<file path="config.mk">
export PLATFORM = sky130hd
export DESIGN_NAME = mac_table_cam
export DESIGN_NICKNAME = d
export VERILOG_FILES = /design/src/rtl/mac_table_cam.sv
export SDC_FILE = /design/constraint.sdc
export NUM_CORES = 1
export LEC_CHECK = 0
export CAP_MARGIN = 20
export CORE_MARGIN = 2
export CORE_UTILIZATION = 55
export CTS_CLUSTER_SIZE = 25
export DETAILED_ROUTE_END_ITERATION = 10
export PLACE_DENSITY_LB_ADDON = 0.12
export SETUP_SLACK_MARGIN = 0.02
export SLEW_MARGIN = 5
export SYNTH_ARGS = -nofsm -noshare
export SYNTH_HDL_FRONTEND = slang
export SYNTH_SLANG_ARGS = --single-unit
</file>
<file path="constraint.sdc">
create_clock -name clk -period 11.65 [get_ports clk]
set_input_delay 1.165 -clock clk [delete_from_list [all_inputs] [get_ports clk]]
set_output_delay 1.165 -clock clk [all_outputs]
set_load 0.005 [all_outputs]
</file>
<file path="src/rtl/mac_table_cam.sv">
// 32-entry associative MAC table with learn, lookup and aging, plus the shared package it consumes.
// One request in, one response out a cycle later; the table is register-based so every entry is compared at once.
package mac_table_pkg;
    localparam int PARAM_1 = 5;
    localparam int PARAM_2 = 32;
    localparam int PARAM_3 = 2000;
    localparam int PARAM_4 = 10000;

    typedef logic [7:0] my_type;
    localparam my_type PARAM_LOCAL = 8'hff;

    typedef enum logic [1:0] {
        ENUM_0 = 2'd0,
        ENUM_1 = 2'd1,
        ENUM_2 = 2'd2
    } my_enum_t;

    typedef struct packed {
        logic       valid;
        logic [2:0] age;
        my_type     key;
    } mac_entry_t;

    typedef mac_entry_t [PARAM_2-1:0] T_MAC_TABLE;

    // Returns the lowest set bit position among the first n bits.
    function automatic logic [PARAM_1-1:0] one_hot_to_binary(input logic [PARAM_2-1:0] vec,
                                                              input int n);
        one_hot_to_binary = '0;
        for (int i = PARAM_2 - 1; i >= 0; i--) begin
            if (i < n && vec[i]) one_hot_to_binary = PARAM_1'(i);
        end
    endfunction
endpackage

module mac_table_cam
    import mac_table_pkg::*;
#(
    parameter int AGE_TICK  = PARAM_3,
    parameter int AGE_LIMIT = PARAM_4 / PARAM_3
) (
    input  logic               clk,
    input  logic               rst,
    input  logic               req_valid,
    output logic               req_ready,
    input  logic               req_learn,
    input  my_type             req_key,
    output logic               rsp_valid,
    input  logic               rsp_ready,
    output logic               rsp_hit,
    output logic [PARAM_1-1:0] rsp_index,
    output my_enum_t           rsp_status,
    input  logic               flush,
    output logic [5:0]         occupancy
);
    localparam int ENTRIES = PARAM_2;
    localparam int PS_W    = $clog2(AGE_TICK);

    T_MAC_TABLE         table_q, table_d;
    logic [PS_W-1:0]    prescale_q, prescale_d;
    logic               rsp_valid_q, rsp_valid_d;
    logic               rsp_hit_q, rsp_hit_d;
    logic [PARAM_1-1:0] rsp_index_q, rsp_index_d;
    my_enum_t           rsp_status_q, rsp_status_d;
    logic [5:0]         occupancy_q, occupancy_d;

    logic [ENTRIES-1:0] match, free;
    logic [PARAM_1-1:0] hit_idx, free_idx;
    logic               hit, any_free, tick, accept;
    logic [2:0]         age_inc;

    assign req_ready = !rsp_valid_q || rsp_ready;
    assign accept    = req_valid && req_ready;
    assign tick      = (prescale_q == PS_W'(AGE_TICK - 1));

    always_comb begin
        for (int i = 0; i < ENTRIES; i++) begin
            match[i] = table_q[i].valid && (table_q[i].key == req_key);
            free[i]  = !table_q[i].valid;
        end
    end

    assign hit      = |match;
    assign any_free = |free;
    assign hit_idx  = one_hot_to_binary(match, ENTRIES);
    assign free_idx = one_hot_to_binary(free, ENTRIES);

    // NOTE: every variable gets a default before any branch so no latch is inferred.
    always_comb begin
        table_d    = table_q;
        prescale_d = tick ? '0 : prescale_q + PS_W'(1);
        age_inc    = '0;

        for (int i = 0; i < ENTRIES; i++) begin
            if (tick && table_q[i].valid) begin
                age_inc = (table_q[i].age == 3'd7) ? 3'd7 : table_q[i].age + 3'd1;
                if (age_inc == 3'(AGE_LIMIT)) begin
                    table_d[i].valid = 1'b0;
                    table_d[i].age   = '0;
                end else begin
                    table_d[i].age = age_inc;
                end
            end
        end

        // Flush overrides everything; a learn written after aging beats a same-cycle eviction.
        if (flush) begin
            for (int i = 0; i < ENTRIES; i++) begin
                table_d[i].valid = 1'b0;
                table_d[i].age   = '0;
            end
            prescale_d = '0;
        end else if (accept && req_learn) begin
            if (hit) begin
                table_d[hit_idx].valid = 1'b1;
                table_d[hit_idx].age   = '0;
            end else if (any_free) begin
                table_d[free_idx] = '{valid: 1'b1, age: 3'd0, key: req_key};
            end
        end

        occupancy_d = '0;
        for (int i = 0; i < ENTRIES; i++) occupancy_d = occupancy_d + 6'(table_d[i].valid);
    end

    always_comb begin
        rsp_valid_d  = rsp_valid_q;
        rsp_hit_d    = rsp_hit_q;
        rsp_index_d  = rsp_index_q;
        rsp_status_d = rsp_status_q;

        if (accept) begin
            rsp_valid_d = 1'b1;
            rsp_hit_d   = hit;
            if (req_learn && flush) begin
                rsp_status_d = ENUM_2;
                rsp_index_d  = '0;
            end else if (hit) begin
                rsp_status_d = ENUM_0;
                rsp_index_d  = hit_idx;
            end else if (req_learn && any_free) begin
                rsp_status_d = ENUM_1;
                rsp_index_d  = free_idx;
            end else begin
                rsp_status_d = ENUM_2;
                rsp_index_d  = '0;
            end
        end else if (rsp_ready) begin
            rsp_valid_d = 1'b0;
        end
    end

    // NOTE: the table is flops rather than a RAM macro, so it is reset along with the control state.
    always_ff @(posedge clk or posedge rst) begin
        if (rst) begin
            for (int i = 0; i < ENTRIES; i++) begin
                table_q[i] <= '{valid: 1'b0, age: 3'd0, key: PARAM_LOCAL};
            end
            prescale_q   <= '0;
            rsp_valid_q  <= 1'b0;
            rsp_hit_q    <= 1'b0;
            rsp_index_q  <= '0;
            rsp_status_q <= ENUM_0;
            occupancy_q  <= '0;
        end else begin
            table_q      <= table_d;
            prescale_q   <= prescale_d;
            rsp_valid_q  <= rsp_valid_d;
            rsp_hit_q    <= rsp_hit_d;
            rsp_index_q  <= rsp_index_d;
            rsp_status_q <= rsp_status_d;
            occupancy_q  <= occupancy_d;
        end
    end

    assign rsp_valid  = rsp_valid_q;
    assign rsp_hit    = rsp_hit_q;
    assign rsp_index  = rsp_index_q;
    assign rsp_status = rsp_status_q;
    assign occupancy  = occupancy_q;
endmodule

</file>
### Word-level counts from Yosys, hierarchy flattened

Index checks and enable logic that the tools add are counted.

| storage, ports and cells | value |
|---|---|
| flip-flop bits (word level) | 410 |
| output and inout bits | 16 |
| input bits | 14 |

| operators by class | value |
|---|---|
| magnitude comparators | 4 |
| reductions and logical operators | 109 |
| mux-type cells | 246 |
| add/subtract/negate cells | 64 |
| equality and inequality tests | 97 |
| bitwise operators | 1 |

Operators with widths:

| cell | count |
|---|---|
| bitwise mux 384 bit | 3 |
| 2-to-1 mux 384 bit | 3 |
| 2-to-1 mux 5 bit | 67 |
| == test 8 bit | 32 |
| 2-to-1 mux 4 bit | 64 |
| == test 3 bit, second input constant | 64 |
| 2-to-1 mux 3 bit | 64 |
| demux 12 bit (select 5 bit) | 3 |
| adder 6 x 1 -> 6 bit | 26 |
| adder 3 x 1 -> 3 bit, second input constant | 32 |
| logical AND 1 bit | 70 |
| OR reduction 32 bit | 2 |
| 2-to-1 mux 1 bit | 34 |
| zero test 1 bit | 33 |
| 2-to-1 mux 11 bit | 3 |
| 2-to-1 mux 12 bit | 2 |
| < comparator 5 x 6 -> 1 bit, second input constant | 2 |
| adder 11 x 1 -> 11 bit, second input constant | 1 |
| == test 11 bit, second input constant | 1 |
| greater-or-equal comparator 5 x 1 -> 1 bit, second input constant | 2 |
| adder 5 x 1 -> 6 bit | 1 |
| 2-to-1 mux 2 bit | 3 |
| adder 4 x 1 -> 5 bit | 1 |
| adder 3 x 1 -> 4 bit | 1 |
| 6 further kinds | 7 |

### Depth between registers and ports, before layout

Gate-level depths: netlist of the first run.

| logic depth | value |
|---|---|
| depth after elaboration | 74 |
| depth in mapped cells | 30 |

### Least setup slack after synthesis of the first run

OpenSTA, ideal clock, no wires.

| path | value |
|---|---|
| path type | input to register |
| from | input port req_key[7] |
| to | register occupancy_q[4] (netlist: occupancy[4]) |
| required time | 11,570 ps |
| library setup time | 80 ps |
| setup slack | 3,861 ps |
| path buffers | 4 |
| stages | 27 |
| arrival time | 7,709 ps |
| cells stage by stage | buf_6 buf_4 xnor2_1 nand3_1 or3_1 a21oi_1 o211ai_1 a211o_1 nor2_1 buf_2 nand2_1 buf_2 o211a_1 fa_1 inv_1 fa_1 inv_1 fa_1 fa_1 fa_1 fa_1 inv_1 ha_1 fa_1 a21o_1 a21oi_1 xnor2_1 |

| on the way | value |
|---|---|
| longest elaborated chain between the ends | 74 |
| elaborated cells between the ends (all ways) | 170 |

Ends and longest elaborated chain:

| element | line | text |
|---|---|---|
| from (decl) | 47 | `input my_type req_key,` |
| == test 8 bit | 78 | `match[i] = table_q[i].valid && (table_q[i].key == req_key);` |
| logical AND 1 bit | 78 |  |
| 2-to-1 mux 5 bit (32 in series) | 31 | `if (i < n && vec[i]) one_hot_to_binary = PARAM_1'(i);` |
| < comparator 5 x 6 -> 1 bit (implied by the code) or greater-or-equal comparator 5 x 1 -> 1 bit (tied branches) | 115 | `table_d[hit_idx].valid = 1'b1;` |
| logical AND 1 bit (implied by the code) | 115 |  |
| 2-to-1 mux 12 bit (implied by the code) | 115 |  |
| demux 12 bit (select 5 bit) | 115 |  |
| bitwise mux 384 bit | 115 |  |
| (+4 left out) | n/a |  |
| adder 1 x 1 -> 2 bit | 123 | `for (int i = 0; i < ENTRIES; i++) occupancy_d = occupancy_d + 6'(table_d[i].valid);` |
| adder 2 x 1 -> 3 bit | 123 |  |
| adder 3 x 1 -> 4 bit | 123 |  |
| adder 4 x 1 -> 5 bit | 123 |  |
| adder 5 x 1 -> 6 bit | 123 |  |
| adder 6 x 1 -> 6 bit (25 in series) | 123 |  |
| adder 6 x 1 -> 6 bit * | 123 |  |
| net occupancy_d[4] | 65 | `logic [5:0] occupancy_q, occupancy_d;` |
| to (signal assigned) | 172 | `occupancy_q <= occupancy_d;` |
| to (decl) | 65 |  |

Mark *: on every way through the listed nets, which the timed path passes. The rest lies on a longest branch.
A chain may end at the register's enable or synchronous reset.

==> metrics.md, run 1 <==
| Metric | Value |
|---|---|
| Share of layout cells above drive strength 1 | `0.284` |
| Leak | `0.0107 uW` |
| # hold bufs at CTS | `0` |
| Post-Synthesis Net Count | `2428` |
| HP Class | `reg -> reg` |
| Count of final setup violators | `0` |
| Final worst path period share | `0.800` |
| Hold_ws | `0.473 ns` |
| Cell mode on critical path | `fa_1` |
| Post-synth EDFFs | `0` |
| Req. time, crit path | `12.17 ns` |
| Synth top area cells | `dfstp_2 27%, dfrtp_1 16%, xnor2_1 8.8%` |
| CTS Root Cell | `clkbuf_16` |
| Initial antenna violation count | `0` |
| Tmin final | `9.33 ns` |
| Die height | `217 um` |
| Worst slack, placed | `1.77 ns` |
| Final core utilization | `0.608` |
| # IOs | `30` |
| Global route total overflow | `0` |
| DRT Pass-1 Iters | `5` |
| WL/cell | `22.4 um` |
| Synth top cells by count | `256 x dfstp_2, 250 x xnor2_1, 192 x mux2_2, 177 x nor2_1, 166 x a21oi_1` |
| Setup Skew | `0.0165 ns` |
| Diodes inserted | `0` |
| CP max-delay cell | `o311ai_0` |
| Most numerous cell in the Yosys netlist | `dfstp_2` |
| Peak VDD IR | `0.115 mV` |
| Outcome | `finished clean` |
| Detail Route Antenna Nets | `0` |
| Startpoint Class | `input pin` |
| Top FF cell, synth | `dfstp_2` |
| Final nets | `2416` |
| Endpoints failing hold | `0` |
| Pwr Density | `120 nW/um^2` |
| Via count | `18414` |
| Area share of the largest cell type after synthesis | `0.271` |
| Row cnt | `77` |
| Post-synth ARST share | `1.00` |
| Synth area leader | `dfstp_2` |
| Critical path cell sequence | `buf_2 -> buf_4 -> xnor2_1 -> nand4_1 -> or3_1 -> a21oi_1 -> o211ai_1 -> a211o_1 -> nor2_1 -> nand3_2 -> o311ai_0 -> fa_1 -> inv_1 -> fa_1 -> fa_1 -> fa_1 -> fa_1 -> fa_1 -> inv_1 -> ha_1 -> fa_1 -> a21o_1 -> a21oi_1 -> xnor2_1` |
| Synthesis Warnings | `0` |
| Final HPWL DP | `46.4 mm` |
| Clk slew on worst S/H paths | `0.06 ns` |
| Crit path largest cell delay | `0.74 ns` |
| Avg Cell Area, Syn | `10.6 um^2` |
| H-tree lvl count | `2` |
| Post-synthesis sequential area ratio | `0.426` |
| Achievable frequency | `107 MHz` |
| Synthesized instance count | `2337` |
| CTS tree | `built` |
| PnR worst setup slack | `2.32 ns` |
| Setup total negative slack | `0 ns` |
| Mapped Area | `24800 um^2` |
| Final Wtd Congestion | `0.983` |
| GRT Total Usage | `0.285` |
| Tightest Pin Transition | `1.19 ns` |
| WS Path Type | `in -> reg` |
| Final Max Slew Viols | `0` |
| Global-route wire length before repair | `105 mm` |
| Largest net degree at the start of global routing | `188` |
| CTS-repair resized insts | `0` |
| Rel. slew slack | `0.208` |
| CP Capture Type | `register` |
| Clock Latency Late Sink | `0.60 ns` |
| Core area | `44400 um^2` |
| Remaining DRCs | `0` |
| Setup Buffers After CTS | `0` |
| Seq cells post-synth | `410` |
| Number of vias per cell | `6.23` |
| Final WL | `66.3 mm` |
| Yosys cell types | `91` |
| Sink Count | `410` |
| Cts bufs inserted | `46` |
| Vias in the first global route | `18216` |
| Starting density of the core | `0.559` |
| Synthesis-to-finish area growth | `8.63%` |
| Initial DRC count | `1613` |
| Die Footprint | `46900 um^2` |
| Die Span X | `217 um` |
| Clock buffer depth | `3` |
| Unrepaired setup endpoints after global routing | `false` |
| Max cap viols | `0` |
| Port Buffers | `29` |
| Worst-path maximum fanout | `40` |
| Crit path DAT | `9.85 ns` |
routing by layer:
layer | part of all wire | global-route usage | vias to the layer above
met5 | 0 | 0 | -
met4 | 0.036 | 0.108 | 0
met3 | 0.061 | 0.0406 | 148
met2 | 0.46 | 0.450 | 625
met1 | 0.45 | 0.398 | 9277
li1 | - | - | 8364
layout by cell type (no fill, tap or decap), types with 12 or more instances in the layout:
| master | netlist | layout |
|---|---|---|
| o211a_1 | 18 | 18 |
| or3_1 | 15 | 15 |
| nor2_1 | 177 | 177 |
| xor2_1 | 35 | 35 |
| dfrtp_1 | 154 | 154 |
| o31ai_1 | 21 | 21 |
| nor4_1 | 12 | 12 |
| a211oi_1 | 40 | 39 |
| mux2_1 | 32 | 32 |
| fa_1 | 24 | 24 |
| inv_1 | 65 | 64 |
| clkbuf_8 | 0 | 17 |
| a21oi_1 | 166 | 166 |
| buf_4 | 2 | 33 |
| nand2_2 | 19 | 19 |
| mux2_4 | 32 | 32 |
| o31a_1 | 23 | 23 |
| clkdlybuf4s50_1 | 0 | 20 |
| nand4_1 | 48 | 48 |
| nand2_1 | 141 | 141 |
| o21a_1 | 18 | 18 |
| a31oi_1 | 21 | 21 |
| a311oi_1 | 13 | 13 |
| mux2_2 | 192 | 192 |
| nand3_1 | 64 | 64 |
| and3_1 | 17 | 17 |
| nor3_1 | 64 | 64 |
| dfstp_2 | 256 | 256 |
| o211ai_1 | 26 | 26 |
| o21ai_0 | 57 | 57 |
| xnor2_1 | 250 | 250 |
| ha_1 | 53 | 53 |
| clkbuf_16 | 0 | 46 |
final cells by class:
type                    instances  area, um^2
fillers                      3639       17400
clock buffers                  72        1420
multi-input cells            1735       13200
clock inverters                14         190
well taps                     592         741
repair buffers                 66         566
inverters                      66         251
flip-flops and latches        410       10600
kinds of logic (layout without fill, tap and decap cells):
logic type,after synthesis,after routing,synth area share
multiplexers,263,263,0.124
adder cells (fa/ha/maj),77,77,0.0460
AND/OR/NAND/NOR,625,625,0.130
XOR/XNOR,285,285,0.100
AO/OA/AOI/OAI,485,485,0.132
flip-flops,410,410,0.426
buffers and inverters,192,218,0.0417
worst paths after layout:
kind,startpoint,to,slack [ns],depth (start not counted)
max,req_key[0],occupancy[4]$_DFF_PP0_,2.32,24
min,prescale_q[0]$_DFF_PP0_,prescale_q[0]$_DFF_PP0_,0.47,1
max reg2reg,table_q[23]$_DFF_PP0_,occupancy[4]$_DFF_PP0_,3.25,21
min reg2reg,prescale_q[0]$_DFF_PP0_,prescale_q[0]$_DFF_PP0_,0.47,1
max in group asynchronous,rst,asynchronous set/reset pin,8.02,5
min in group asynchronous,rst,table_q[106]$_DFF_PP0_,1.20,3
power breakdown:
group | switching, uW | internal, uW
Sequential | 18.6 | 1470
Combinational | 131 | 81.3
Clock | 618 | 910
Total | 767 | 2460
worst max-delay path, delay by kind of cell:
kind,cells,cell delay [ns]
compound gates,6,1.78
buf+inv,4,1.18
fa+ha+maj,8,3.48
xor+xnor,2,0.30
simple gates,4,1.85
stage by stage:
| stage | power [uW] | std cells | instance area, um^2 |
|---|---|---|---|
| floorplan | 1670 | 2337 | 24800 |
| global placement | 1720 | 2867 | 25300 |
| detailed placement | 1720 | 2867 | 25300 |
| CTS | 3260 | 2953 | 27000 |
| global route | 3340 | 2955 | 27000 |
| finish | 3230 | 2955 | 27000 |
Power figures use the tool's default switching activity.
==> run 2: changes to the inputs <==
==> constraint.sdc (replaced) <==
create_clock -name clk -period 8.89 [get_ports clk]
set_input_delay 0.889 -clock clk [delete_from_list [all_inputs] [get_ports clk]]
set_output_delay 0.889 -clock clk [all_outputs]
set_load 0.005 [all_outputs]
==> metrics.md, run 2 (synthesis results as in run 1) <==
| Metric | Value |
|---|---|
| Final worst path period share | `0.900` |
| Tmin final | `8.01 ns` |
| CP max-delay cell | `or3_1` |
| Startpoint Class | `input pin` |
| Count of final setup violators | `0 (unchanged)` |
| DRT Pass-1 Iters | `6 (+1)` |
| R2R Path Start | `table_q[23]$_DFF_PP0_` |
| Die Footprint | `46900 um^2 (unchanged)` |
| Achievable frequency | `125 MHz` |
| Number of vias per cell | `6.17 (-1.0%)` |
| Core area | `44400 um^2 (unchanged)` |
| Global route total overflow | `0 (unchanged)` |
| Clk slew on worst S/H paths | `0.06 ns (about the same)` |
| Die height | `217 um (unchanged)` |
| Largest net degree at the start of global routing | `160 (-15%)` |
| Starting density of the core | `0.559 (unchanged)` |
| Via count | `18456 (+0.23%)` |
| Cell mode on critical path | `fa_1` |
| Hold_ws | `0.478 ns (+0.00586 ns)` |
| Most frequent cells in the layout | `256 x dfstp_2, 250 x xnor2_1, 192 x mux2_2` |
| Pwr Density | `152 nW/um^2 (+28%)` |
| Worst R2R Path Depth | `25 (+19%)` |
| Detail Route Antenna Nets | `0 (unchanged)` |
| Remaining DRCs | `0 (unchanged)` |
| Setup Buffers After CTS | `0 (unchanged)` |
| Max cap viols | `0 (unchanged)` |
| WS Path Type | `in -> reg` |
| Crit path DAT | `8.48 ns (-1.37 ns)` |
| WL/cell | `22.2 um (-1.1%)` |
| Die Span X | `217 um (unchanged)` |
| Outcome | `finished clean` |
| CTS Root Cell | `clkbuf_16` |
| Setup total negative slack | `0 ns (unchanged)` |
| Req. time, crit path | `9.37 ns (-2.80 ns)` |
| HP Class | `reg -> reg` |
| Setup Skew | `0.0172 ns (+0.000669 ns)` |
| Tightest Pin Transition | `0.957 ns (-0.230 ns)` |
| Share of layout cells above drive strength 1 | `0.292 (+0.00855)` |
| CP bufs+invs | `5 (+1)` |
| CTS tree | `built` |
| Hold path startpoint | `prescale_q[0]$_DFF_PP0_` |
| Cts bufs inserted | `47 (+2.2%)` |
| GRT Total Usage | `0.286 (+0.00183)` |
| Diodes inserted | `0 (unchanged)` |
| # fillers | `3655 (+0.44%)` |
| Worst Hold End | `prescale_q[0]$_DFF_PP0_` |
| Row cnt | `77 (unchanged)` |
| Clock Latency Late Sink | `0.59 ns (about the same)` |
| FF/Latch Area | `10600 um^2 (unchanged)` |
| # IOs | `30 (unchanged)` |
| Initial antenna violation count | `0 (unchanged)` |
| Rel. slew slack | `0.362 (+0.154)` |
| CP Capture Type | `register` |
| Cell count of the worst hold path | `1 (unchanged)` |
| Sink Count | `410 (unchanged)` |
| Global-route wire length before repair | `105 mm (+0.43%)` |
| Reg-to-reg slack, setup | `1.15 ns (-2.10 ns)` |
| Endpoints failing hold | `0 (unchanged)` |
| Crit path largest cell delay | `0.61 ns (-0.13 ns)` |
| Final Wtd Congestion | `0.953 (-3.0%)` |
| Area of the multi-input gates | `13200 um^2 (unchanged)` |
| Port Buffers | `29 (unchanged)` |
| Worst path top cell family by delay | `adder cells` |
| Final Max Slew Viols | `0 (unchanged)` |
| Commonest non-fill, non-tap cell in the layout | `dfstp_2` |
| Final Power | `4160 uW (+29%)` |
| Reg-to-Reg End | `occupancy[5]$_DFF_PP0_` |
| Worst-path maximum fanout | `19 (-53%)` |
| # hold bufs at CTS | `0 (unchanged)` |
| CTS-repair resized insts | `0 (unchanged)` |
| Synthesis-to-finish area growth | `9.82%` |
| Unrepaired setup endpoints after global routing | `false` |
| Leak | `0.0109 uW (+1.6%)` |
| Initial DRC count | `1420 (-12%)` |
| Final WL | `66.4 mm (+0.16%)` |
| Vias in the first global route | `18384 (+0.92%)` |
| Final nets | `2459 (+1.8%)` |
| Peak VDD IR | `0.129 mV (+12%)` |
| Clock buffer depth | `3 (unchanged)` |
| Final HPWL DP | `48.0 mm (+3.5%)` |
| H-tree lvl count | `2 (unchanged)` |
## run 2: metal layers
layer | up-vias | share of wire | global-route usage
met2 | 626 | 0.46 | 0.462
met4 | 0 | 0.033 | 0.0913
met5 | - | 0 | 0
met1 | 9221 | 0.44 | 0.399
met3 | 157 | 0.065 | 0.0428
li1 | 8452 | - | -
## run 2: metrics by stage
stage                     area (um^2)  setup WS, ns  std cells  utilization
after floorplan                 24800          1.38       2337            -
after global routing            27300         0.581       2992        0.614
after CTS                       27300          1.02       2992        0.614
after detailed placement        25800         0.404       2911        0.580
after global placement          25800         0.508       2911        0.580
final                           27300         0.885       2992        0.614
## run 2: report_power, final
| part | leakage [uW] | switching (uW) | internal [uW] |
|---|---|---|---|
| clock network | 0.000740 | 780 | 1140 |
| logic | 0.00534 | 172 | 117 |
| registers | 0.00479 | 23.1 | 1930 |
| total | 0.0109 | 975 | 3190 |
## run 2: cell type report
class / instances / share of cell area
Clock buffer: 71 / 0.0501
Timing Repair Buffer: 108 / 0.0353
Clock inverter: 10 / 0.00514
Sequential cell: 410 / 0.388
Inverter: 66 / 0.00922
Tap cell: 592 / 0.0271
Multi-Input combinational cell: 1735 / 0.485
## run 2: worst max path at each step
stage	startpoint	end	slack (ns)	depth (start not counted)
2_1_floorplan	req_key[7]	occupancy[4]$_DFF_PP0_	1.38	27
3_3_place_gp	req_key[7]	occupancy[4]$_DFF_PP0_	0.51	27
3_5_place_dp	req_key[2]	occupancy[5]$_DFF_PP0_	0.40	26
4_1_cts	req_key[5]	occupancy[5]$_DFF_PP0_	1.02	25
5_1_grt	req_key[7]	occupancy[4]$_DFF_PP0_	0.58	23
6_report	req_key[5]	occupancy[5]$_DFF_PP0_	0.88	25
